===== src/rtl/ssm_pkg.sv =====
// ---------------------------------------------------------------------------
// ssm_pkg
// Shared types and constants for the shadow stack monitor.
//   ssm_state_e   : monitor state (DISABLED / RUN / ALARM)
//   ssm_entry_t   : one return-address entry (default VLEN = 32)
//   priv_lvl_e    : RISC-V privilege encoding used for the user-mode gate
//   INSTR_LEN_C   : byte length of a full-size instruction
//   INSTR_LEN_RVC : byte length of a compressed instruction
// ---------------------------------------------------------------------------
package ssm_pkg;

  localparam int unsigned VLEN_DEFAULT  = 32;
  localparam int unsigned INSTR_LEN_C   = 4;
  localparam int unsigned INSTR_LEN_RVC = 2;

  typedef enum logic [1:0] {
    DISABLED = 2'd0,
    RUN      = 2'd1,
    ALARM    = 2'd2
  } ssm_state_e;

  typedef enum logic [1:0] {
    PRIV_LVL_U = 2'b00,
    PRIV_LVL_S = 2'b01,
    PRIV_LVL_M = 2'b11
  } priv_lvl_e;

  typedef logic [VLEN_DEFAULT-1:0] ssm_entry_t;

endpackage


===== src/rtl/ssm_lifo.sv =====
// ---------------------------------------------------------------------------
// ssm_lifo
// Circular LIFO holding return addresses. When full, a push overwrites the
// oldest entry and reports the loss on drop_o. A simultaneous push and pop
// replaces the top entry in place. A pop on an empty LIFO is ignored.
// Ports:
//   clk_i, rst_ni : clock, asynchronous active-low reset
//   clear_i       : synchronous empty (overrides push/pop)
//   push_i, pop_i : operation requests
//   data_i        : address to push
//   top_o         : current top-of-stack (undefined when count_o == 0)
//   count_o       : number of valid entries (registered)
//   drop_o        : this cycle's push discards the oldest entry
// ---------------------------------------------------------------------------
module ssm_lifo #(
  parameter int VLEN  = 32,
  parameter int DEPTH = 16,
  parameter int CNT_W = $clog2(DEPTH) + 1
) (
  input  logic             clk_i,
  input  logic             rst_ni,
  input  logic             clear_i,
  input  logic             push_i,
  input  logic             pop_i,
  input  logic [VLEN-1:0]  data_i,
  output logic [VLEN-1:0]  top_o,
  output logic [CNT_W-1:0] count_o,
  output logic             drop_o
);

  localparam int PTR_W = $clog2(DEPTH);

  logic [VLEN-1:0]  r_mem [DEPTH];
  logic [PTR_W-1:0] r_top;
  logic [CNT_W-1:0] r_count;

  logic             w_empty;
  logic             w_full;
  logic             w_pop;
  logic             w_replace;
  logic [PTR_W-1:0] w_wr_ptr;

  assign w_empty   = (r_count == '0);
  assign w_full    = (r_count == CNT_W'(DEPTH));
  assign w_pop     = pop_i & ~w_empty;
  assign w_replace = push_i & w_pop;
  // Writing one slot above the top; when full that slot is the oldest entry.
  assign w_wr_ptr  = w_replace ? r_top : r_top + PTR_W'(1);

  assign top_o   = r_mem[r_top];
  assign count_o = r_count;
  assign drop_o  = push_i & ~w_pop & w_full & ~clear_i;

  always_ff @(posedge clk_i or negedge rst_ni) begin
    if (!rst_ni) begin
      r_top   <= '0;
      r_count <= '0;
    end else if (clear_i) begin
      r_count <= '0;
    end else if (w_replace) begin
      r_top   <= r_top;
    end else if (push_i) begin
      r_top <= r_top + PTR_W'(1);
      if (!w_full) r_count <= r_count + CNT_W'(1);
    end else if (w_pop) begin
      r_top   <= r_top - PTR_W'(1);
      r_count <= r_count - CNT_W'(1);
    end
  end

  // Storage carries no reset; validity is tracked solely by r_count.
  always_ff @(posedge clk_i) begin
    if (push_i && !clear_i) r_mem[w_wr_ptr] <= data_i;
  end

endmodule


===== src/rtl/shadow_stack_monitor.sv =====
// ---------------------------------------------------------------------------
// shadow_stack_monitor
// Keeps a hardware shadow copy of return addresses for resolved calls and
// checks every resolved return target against it. A mismatch raises a sticky
// violation and a one-cycle crash request for the branch unit.
// Checking is active only in user privilege while the monitor is enabled.
// Optional feature macro: SHADOW_STACK_PERF_CNT_EN (adds saturating event
// counters calls_cnt_o, returns_cnt_o, underflow_cnt_o).
// Ports:
//   clk_i, rst_ni     : clock, asynchronous active-low reset
//   en_i              : monitoring enable
//   flush_i           : drop this cycle's event (stack kept)
//   clear_i           : empty stack, clear violation/overflow, leave ALARM
//   priv_lvl_i        : current privilege level
//   valid_i           : resolved branch event valid
//   is_call_i         : event is a call
//   is_return_i       : event is a return
//   pc_i              : PC of the resolved instruction
//   is_compressed_i   : instruction is 16-bit
//   target_i          : resolved jump target
//   violation_o       : sticky mismatch flag
//   crash_req_o       : one-cycle crash request
//   depth_o           : valid shadow entries
//   overflow_o        : sticky, an entry has been discarded
// ---------------------------------------------------------------------------
module shadow_stack_monitor
  import ssm_pkg::*;
#(
  parameter int VLEN  = 32,
  parameter int DEPTH = 16,
  parameter int CNT_W = $clog2(DEPTH) + 1
) (
  input  logic             clk_i,
  input  logic             rst_ni,
  input  logic             en_i,
  input  logic             flush_i,
  input  logic             clear_i,
  input  logic [1:0]       priv_lvl_i,
  input  logic             valid_i,
  input  logic             is_call_i,
  input  logic             is_return_i,
  input  logic [VLEN-1:0]  pc_i,
  input  logic             is_compressed_i,
  input  logic [VLEN-1:0]  target_i,
  output logic             violation_o,
  output logic             crash_req_o,
  output logic [CNT_W-1:0] depth_o,
  output logic             overflow_o
`ifdef SHADOW_STACK_PERF_CNT_EN
  ,
  output logic [31:0]      calls_cnt_o,
  output logic [31:0]      returns_cnt_o,
  output logic [31:0]      underflow_cnt_o
`endif
);

  ssm_state_e       r_state;
  logic             r_violation;
  logic             r_crash;
  logic             r_overflow;

  logic             w_accept;
  logic             w_push;
  logic             w_pop;
  logic             w_mismatch;
  logic             w_drop;
  logic [VLEN-1:0]  w_ret_addr;
  logic [VLEN-1:0]  w_top;
  logic [CNT_W-1:0] w_count;

  // Clear has priority over any event arriving in the same cycle.
  assign w_accept = valid_i & ~flush_i & ~clear_i &
                    (priv_lvl_i == PRIV_LVL_U) & (r_state == RUN);

  assign w_ret_addr = pc_i + (is_compressed_i ? VLEN'(INSTR_LEN_RVC)
                                              : VLEN'(INSTR_LEN_C));

  // Returns at depth 0 are tolerated: entries may have been lost to overflow.
  assign w_pop      = w_accept & is_return_i & (w_count != '0);
  assign w_mismatch = w_pop & (target_i != w_top);
  assign w_push     = w_accept & is_call_i;

  ssm_lifo #(
    .VLEN  (VLEN),
    .DEPTH (DEPTH),
    .CNT_W (CNT_W)
  ) u_lifo (
    .clk_i   (clk_i),
    .rst_ni  (rst_ni),
    .clear_i (clear_i),
    .push_i  (w_push),
    .pop_i   (w_pop),
    .data_i  (w_ret_addr),
    .top_o   (w_top),
    .count_o (w_count),
    .drop_o  (w_drop)
  );

  always_ff @(posedge clk_i or negedge rst_ni) begin
    if (!rst_ni) begin
      r_state     <= DISABLED;
      r_violation <= 1'b0;
      r_crash     <= 1'b0;
      r_overflow  <= 1'b0;
    end else begin
      r_crash <= 1'b0;
      if (clear_i) begin
        r_violation <= 1'b0;
        r_overflow  <= 1'b0;
        r_state     <= en_i ? RUN : DISABLED;
      end else begin
        if (w_drop) r_overflow <= 1'b1;
        if (w_mismatch) begin
          r_violation <= 1'b1;
          r_crash     <= 1'b1;
        end
        unique case (r_state)
          DISABLED: if (en_i) r_state <= RUN;
          RUN: begin
            if (w_mismatch) r_state <= ALARM;
            else if (!en_i) r_state <= DISABLED;
          end
          ALARM:    if (!en_i) r_state <= DISABLED;
          default:  r_state <= DISABLED;
        endcase
      end
    end
  end

  assign violation_o = r_violation;
  assign crash_req_o = r_crash;
  assign overflow_o  = r_overflow;
  assign depth_o     = w_count;

`ifdef SHADOW_STACK_PERF_CNT_EN
  logic [31:0] r_calls_cnt;
  logic [31:0] r_returns_cnt;
  logic [31:0] r_underflow_cnt;

  always_ff @(posedge clk_i or negedge rst_ni) begin
    if (!rst_ni) begin
      r_calls_cnt     <= '0;
      r_returns_cnt   <= '0;
      r_underflow_cnt <= '0;
    end else if (clear_i) begin
      r_calls_cnt     <= '0;
      r_returns_cnt   <= '0;
      r_underflow_cnt <= '0;
    end else begin
      if (w_accept && is_call_i && (r_calls_cnt != '1))
        r_calls_cnt <= r_calls_cnt + 32'd1;
      if (w_accept && is_return_i && (r_returns_cnt != '1))
        r_returns_cnt <= r_returns_cnt + 32'd1;
      if (w_accept && is_return_i && (w_count == '0) && (r_underflow_cnt != '1))
        r_underflow_cnt <= r_underflow_cnt + 32'd1;
    end
  end

  assign calls_cnt_o     = r_calls_cnt;
  assign returns_cnt_o   = r_returns_cnt;
  assign underflow_cnt_o = r_underflow_cnt;
`endif

endmodule


===== config.mk =====
export PLATFORM = sky130hd
export DESIGN_NAME = shadow_stack_monitor
export DESIGN_NICKNAME = d
export VERILOG_FILES = /design/src/rtl/ssm_pkg.sv /design/src/rtl/ssm_lifo.sv /design/src/rtl/shadow_stack_monitor.sv
export SDC_FILE = /design/constraint.sdc
export NUM_CORES = 1
export LEC_CHECK = 0
export BUFFER_PORTS_ARGS = -buffer_cell sky130_fd_sc_hd__buf_4
export CAP_MARGIN = 5
export CORE_MARGIN = 2
export CORE_UTILIZATION = 69
export CTS_BUF_LIST = sky130_fd_sc_hd__clkbuf_4
export DETAILED_ROUTE_END_ITERATION = 10
export PLACE_DENSITY = 0.88
export RECOVER_POWER = 100
export SLEW_MARGIN = 30
export SYNTH_ARGS = -nofsm -noshare
export SYNTH_HDL_FRONTEND = slang
export SYNTH_SLANG_ARGS = --single-unit

===== constraint.sdc =====
create_clock -name clk_i -period 6.4 [get_ports clk_i]
set_input_delay 0.64 -clock clk_i [delete_from_list [all_inputs] [get_ports clk_i]]
set_output_delay 0.64 -clock clk_i [all_outputs]
set_load 0.01 [all_outputs]

==> results.cfg, run 1 <==
[outcome]
status = finished, violations left
violations = max-capacitance violations, max-slew violations

[worst_setup_path]
required_ps = 6720
slowest_delay_ps = 1780
cp_slowest_cell = clkbuf_1
critPathMaxFanout = 30
cp-end-kind = register
path_cells = nor4_1, inv_1, o21ai_0, or2_2, inv_1, ha_1, o21ai_0, o21ai_0, o2bb2ai_1, a22oi_1, nor2_4, clkbuf_1
crit_type = reg -> reg
crit_path_frequent_cell = o21ai_0
cp_top_family = buffers and inverters
path_buf_inv = 3
crit_arrival_ps = 5360
cp-start-kind = register

[synth]
synth.cell_area_um2 = 22500
ys_ff_latch = 526
synth_cell_types = 77
yosysWarnings = 0
synth_ff_type = edfxtp_1
ys_seq_area_frac = 0.700
synth-edff-count = 512
synth_fp_nets = 1363
async_flop_share = 0.0266
synth_cells = 1277
avgSynthCellArea_um2 = 17.6

[clocking]
clk-insertion-delay-late_ps = 800
cts-root-buf = clkbuf_4
htree_levels = 3
cts_sinks = 526
cts_resized = 0
numCtsBuffers = 120
cts_tree = done
clkTransAtPathRegs_ps = 60
cts_setup_buffers = 0
clockBufferDepth = 3
cts_hold_buf = 1

[layout]
multi_input_area_um2 = 6280
nNetsFinal = 1539
areaGrowthSynthToFinish_pct = 12.1
ff_latch_area_um2 = 15700
final_common_cell = edfxtp_1
final_cell_count_no_fill = 1989
drive_gt1_frac = 0.268
fillers = 1730
final_cell_mix = 512 x edfxtp_1, 185 x clkbuf_4, 104 x mux4_2, 94 x mux2i_1, 85 x buf_4
fin_util = 0.780

[die]
start_util = 0.696
design.core.area_um2 = 32300
rows = 66
dieArea_um2 = 34000
die_height_um = 184
boundaryPins = 83
die_w_um = 184

[route]
drt_wl_total_mm = 58.0
ant_nets = 0
drc_errors = 0
vias = 13800
wl_per_cell_um = 29.2
drtPass1Iterations = 8
drt_iter0_drc = 2262
routed_via_density = 6.92

[global_route]
grt_usage = 0.353
grt_pass1_wl_mm = 85.0
antenna_found_initial = 1
grt_max_degree = 74
grt.overflow.total = 0
grt_pass1_vias = 14000

[power]
p_leak_uw = 0.00883
ir_drop_v = 0.000232
powerDensity_nw_per_um2 = 294
p_total_uw = 7400

[timing]
fmax_ghz = 0.198
timing.final.crit_share = 0.788
clock_skew_ps = 59.6
rsz0062_at_grt = false
worstMarginPinSlew_ps = 2470
finalHoldViolCount = 0
drv_slew = 204
finalSetupViolations = 0
period_minus_slack_ps = 5040
maxSlewHeadroom = -0.645
setup_tns_ps = 0

[placement]
hpwl_mm = 36.2
gp_congestion = 1.01
dp_cells = 1772
numPortBuffers = 82

[min_path]
hold_class = in -> reg

[run]
cap_violations = 13
==> cells in the mapped netlist (10+ instances only) <==
cell type  instances  area, um^2
edfxtp_1         512       15400
mux4_2           104        2340
mux2i_1           94         941
nand2_1           78         293
nor2_1            58         218
xnor2_1           35         307
inv_1             27         101
clkbuf_1          22        82.6
o22ai_1           22         138
nand3_1           18        90.1
nand4_1           17         106
nor3_1            16        80.1
o21ai_0           16        80.1
dfrtp_1           14         350
xor2_1            14         123
buf_2             13        65.1
a21oi_1           12        60.1
a31oi_1           12        75.1
nor4_1            11        68.8
buf_1             10        37.5
==> sequential cells by signal, summed over array words and instances (netlist names) <==
name / count
overflow_o: 1
violation_o: 1
u_lifo.r_top: 4
r_state: 2
u_lifo.r_mem: 512
u_lifo.count_o: 5
crash_req_o: 1
==> worst register-to-register path, stage by stage, from the launching register on <==
cell and delay, ps:
dfrtp_1 430, nor4_1 500, inv_1 70, o21ai_0 250
or2_2 220, inv_1 50, ha_1 350, o21ai_0 210
o21ai_0 120, o2bb2ai_1 180, a22oi_1 200, nor2_4 200
clkbuf_1 1780
==> layout make-up <==
class / count / area share
antenna: 1 / 0.0000994
clock buffer: 183 / 0.0545
clock inverter: 32 / 0.00909
inverter: 30 / 0.00447
multi-input combinational: 658 / 0.250
sequential: 526 / 0.625
tap: 442 / 0.0220
timing repair buffer: 117 / 0.0354
==> metal layers <==
layer	routed length [um]	global-route usage	vias to the layer above
met5	0	0	-
met4	2650	0.157	0
met3	8340	0.105	222
met2	27400	0.551	1212
met1	19600	0.468	6698
li1	-	-	5627
==> metrics by stage <==
stage	hold WS (ps)	setup WS [ps]	cell area, um^2
2_1_floorplan	344	2130	22500
3_3_place_gp	455	2260	23700
3_5_place_dp	472	2250	23800
4_1_cts	72.2	2350	25500
5_1_grt	94.3	950	25200
6_report	99.4	1360	25200
==> path summary, 6_finish.rpt <==
path / start / end / slack, ps / cells past startpoint
worst max-delay path: u_lifo.count_o[0] / u_lifo.r_mem[5][29] / 1360 / 12
worst min-delay path: en_i / r_state[0] / 100 / 2
worst max register to register: u_lifo.count_o[0] / u_lifo.r_mem[5][29] / 1360 / 12
worst min register to register: r_state[0] / r_state[1] / 490 / 1
max in group asynchronous: rst_ni / u_lifo.r_top[1] / 5420 / 2
min in group asynchronous: rst_ni / violation_o / 420 / 2
==> power breakdown <==
| part | internal [uW] | total [uW] | switching, uW |
|---|---|---|---|
| sequential | 3800 | 3840 | 47.4 |
| clock | 1460 | 2700 | 1240 |
| combinational | 361 | 854 | 493 |
==> logic make-up after synthesis <==
kind of cell,count (synthesis),share of synthesized area
AO/OA/AOI/OAI,145,0.0477
XOR/XNOR,49,0.0191
flip-flops,526,0.700
AND/OR/NAND/NOR,247,0.0540
multiplexers,206,0.150
buffers and inverters,93,0.0221
adder cells (fa/ha/maj),11,0.00680
No activity file was read; power rests on OpenSTA's default activity.
==> inputs of run 2 (changes only) <==
--- a/config.mk
+++ b/config.mk
@@ -8,10 +8,10 @@
 export BUFFER_PORTS_ARGS = -buffer_cell sky130_fd_sc_hd__buf_4
 export CAP_MARGIN = 5
 export CORE_MARGIN = 2
-export CORE_UTILIZATION = 69
+export CORE_UTILIZATION = 64
 export CTS_BUF_LIST = sky130_fd_sc_hd__clkbuf_4
 export DETAILED_ROUTE_END_ITERATION = 10
-export PLACE_DENSITY = 0.88
+export PLACE_DENSITY = 0.82
 export RECOVER_POWER = 100
 export SLEW_MARGIN = 30
 export SYNTH_ARGS = -nofsm -noshare
==> constraint.sdc (replaced) <==
create_clock -name clk_i -period 5.2 [get_ports clk_i]
set_input_delay 0.52 -clock clk_i [delete_from_list [all_inputs] [get_ports clk_i]]
set_output_delay 0.52 -clock clk_i [all_outputs]
set_load 0.01 [all_outputs]
==> results.cfg, run 2 (synthesized netlist as in run 1, its figures left out) <==
[worst_setup_path]
slowest_delay_ps = 1150
cp_top_family = simple AND/OR/NAND/NOR gates
crit_type = reg -> reg
cp-end-kind = register
path_buf_inv = 1
path_cells = clkbuf_2, mux4_2, o2bb2ai_1, a221oi_1, nand4_1, nor4b_2, nand4_1, nor4_2, o32ai_1
crit_arrival_ps = 5300
required_ps = 5860
crit_path_frequent_cell = nand4_1
cp-start-kind = register
cp_slowest_cell = dfrtp_2
critPathMaxFanout = 33

[layout]
final_cell_mix = 512 x edfxtp_1, 176 x clkbuf_4, 104 x mux4_2, 94 x mux2i_1, 92 x buf_4
final_common_cell = edfxtp_1
design_area_um2 = 25300
nNetsFinal = 1568
regMostFlops = u_lifo.r_mem
final_cell_count_no_fill = 2017
areaGrowthSynthToFinish_pct = 12.6
drive_gt1_frac = 0.276
largest_reg_flops = 512

[route]
wl_per_cell_um = 29.9
drt_iter0_drc = 2199
routed_via_density = 6.91
drt_wl_total_mm = 60.3
drc_errors = 0
ant_nets = 0
vias = 13900
drtPass1Iterations = 8

[timing]
finalSetupViolations = 0
finalHoldViolCount = 0
fin_ws_ps = 564
timing.final.crit_share = 0.892
maxSlewHeadroom = -0.471
drv_slew = 102
period_minus_slack_ps = 4640
worstMarginPinSlew_ps = 2190
clock_skew_ps = 54.5
rsz0062_at_grt = false
setup_tns_ps = 0
fmax_ghz = 0.216

[die]
die_height_um = 191
start_util = 0.650
die_w_um = 191
boundaryPins = 83
dieArea_um2 = 36600
rows = 68
design.core.area_um2 = 34500

[outcome]
violations = max-capacitance violations, max-slew violations
status = finished, violations left

[clocking]
cts-root-buf = clkbuf_4
clockBufferDepth = 3
numCtsBuffers = 132
clkTransAtPathRegs_ps = 60
cts_resized = 0
cts_setup_buffers = 0
cts_sinks = 526
htree_levels = 4
clk-insertion-delay-late_ps = 850
cts_tree = done

[global_route]
grt.overflow.total = 0
grt_pass1_vias = 13800
grtUsageMet2 = 0.519
use_met3 = 0.0931
grtUsageMet1 = 0.467
antenna_found_initial = 2
grt_pass1_wl_mm = 87.9
grt_max_degree = 56
grt_usage = 0.341
grt.busiest_layer = met2

[power]
p_leak_uw = 0.00887
powerDensity_nw_per_um2 = 364
ir_drop_v = 0.000223

[placement]
place_area_um2 = 23900
numPortBuffers = 82
hpwl_mm = 38.0
gp_congestion = 0.986
pre_cts_slack_ps = 1130
dp_cells = 1799

[min_path]
hold_class = in -> reg

[run]
cap_violations = 6
==> run 2: cell types whose count changed in the layout (fill, tap and decap cells not counted), moves of 4 or more <==
cell      change
clkbuf_4      -9
clkbuf_2      +9
nor2_1        -4
buf_4         +7
==> run 2: what timing repair did <==
action / 4_1_cts / 5_1_grt
hold buffers: 4 / 0
endpoints found under the setup margin: 0 / 0
hold endpoints to repair: 30 / 0
==> run 2: layout make-up <==
type,count,area [um^2]
clock inverter,36,285
tap,455,569
multi-input combinational,658,6320
sequential,526,15700
inverter,30,113
antenna,3,7.51
timing repair buffer,134,953
fill,2097,9250
clock buffer,175,1310
==> run 2: where the power goes <==
group	internal [uW]	total, uW	switching, uW
combinational	461	1080	623
sequential	4670	4730	53.0
clock	1800	3390	1590
==> run 2: worst register-to-register path, stage by stage (launching register included) <==
cell       delay, ps
dfrtp_2         1150
clkbuf_2         730
mux4_2           610
o2bb2ai_1        150
a221oi_1         230
nand4_1          160
nor4b_2          350
nand4_1          150
nor4_2           730
o32ai_1          220
==> run 2: metrics by stage <==
step / total power (uW) / util / hold WS [ps]
6_report: 9200 / 0.732 / 199
3_5_place_dp: 5890 / 0.693 / 378
3_3_place_gp: 5860 / 0.691 / 375
4_1_cts: 9250 / 0.740 / 51.9
5_1_grt: 9520 / 0.732 / 175
2_1_floorplan: 5530 / - / 224
==> run 2: worst paths after layout <==
path / from / endpoint / slack, ps / depth (start not counted)
worst max-delay path: u_lifo.r_top[0] / r_state[1] / 560 / 9
worst min-delay path: valid_i / crash_req_o / 200 / 4
worst max register to register: u_lifo.r_top[0] / r_state[1] / 560 / 9
worst min register to register: r_state[0] / r_state[1] / 490 / 1
max in group asynchronous: rst_ni / u_lifo.r_top[1] / 4340 / 2
min in group asynchronous: rst_ni / crash_req_o / 280 / 2
==> run 2: metal layers <==
layer  vias to the layer above  part of all wire
li1                       5675                 -
met1                      6854              0.35
met2                      1212              0.47
met3                       204              0.14
met4                         0             0.044
met5                         -                 0
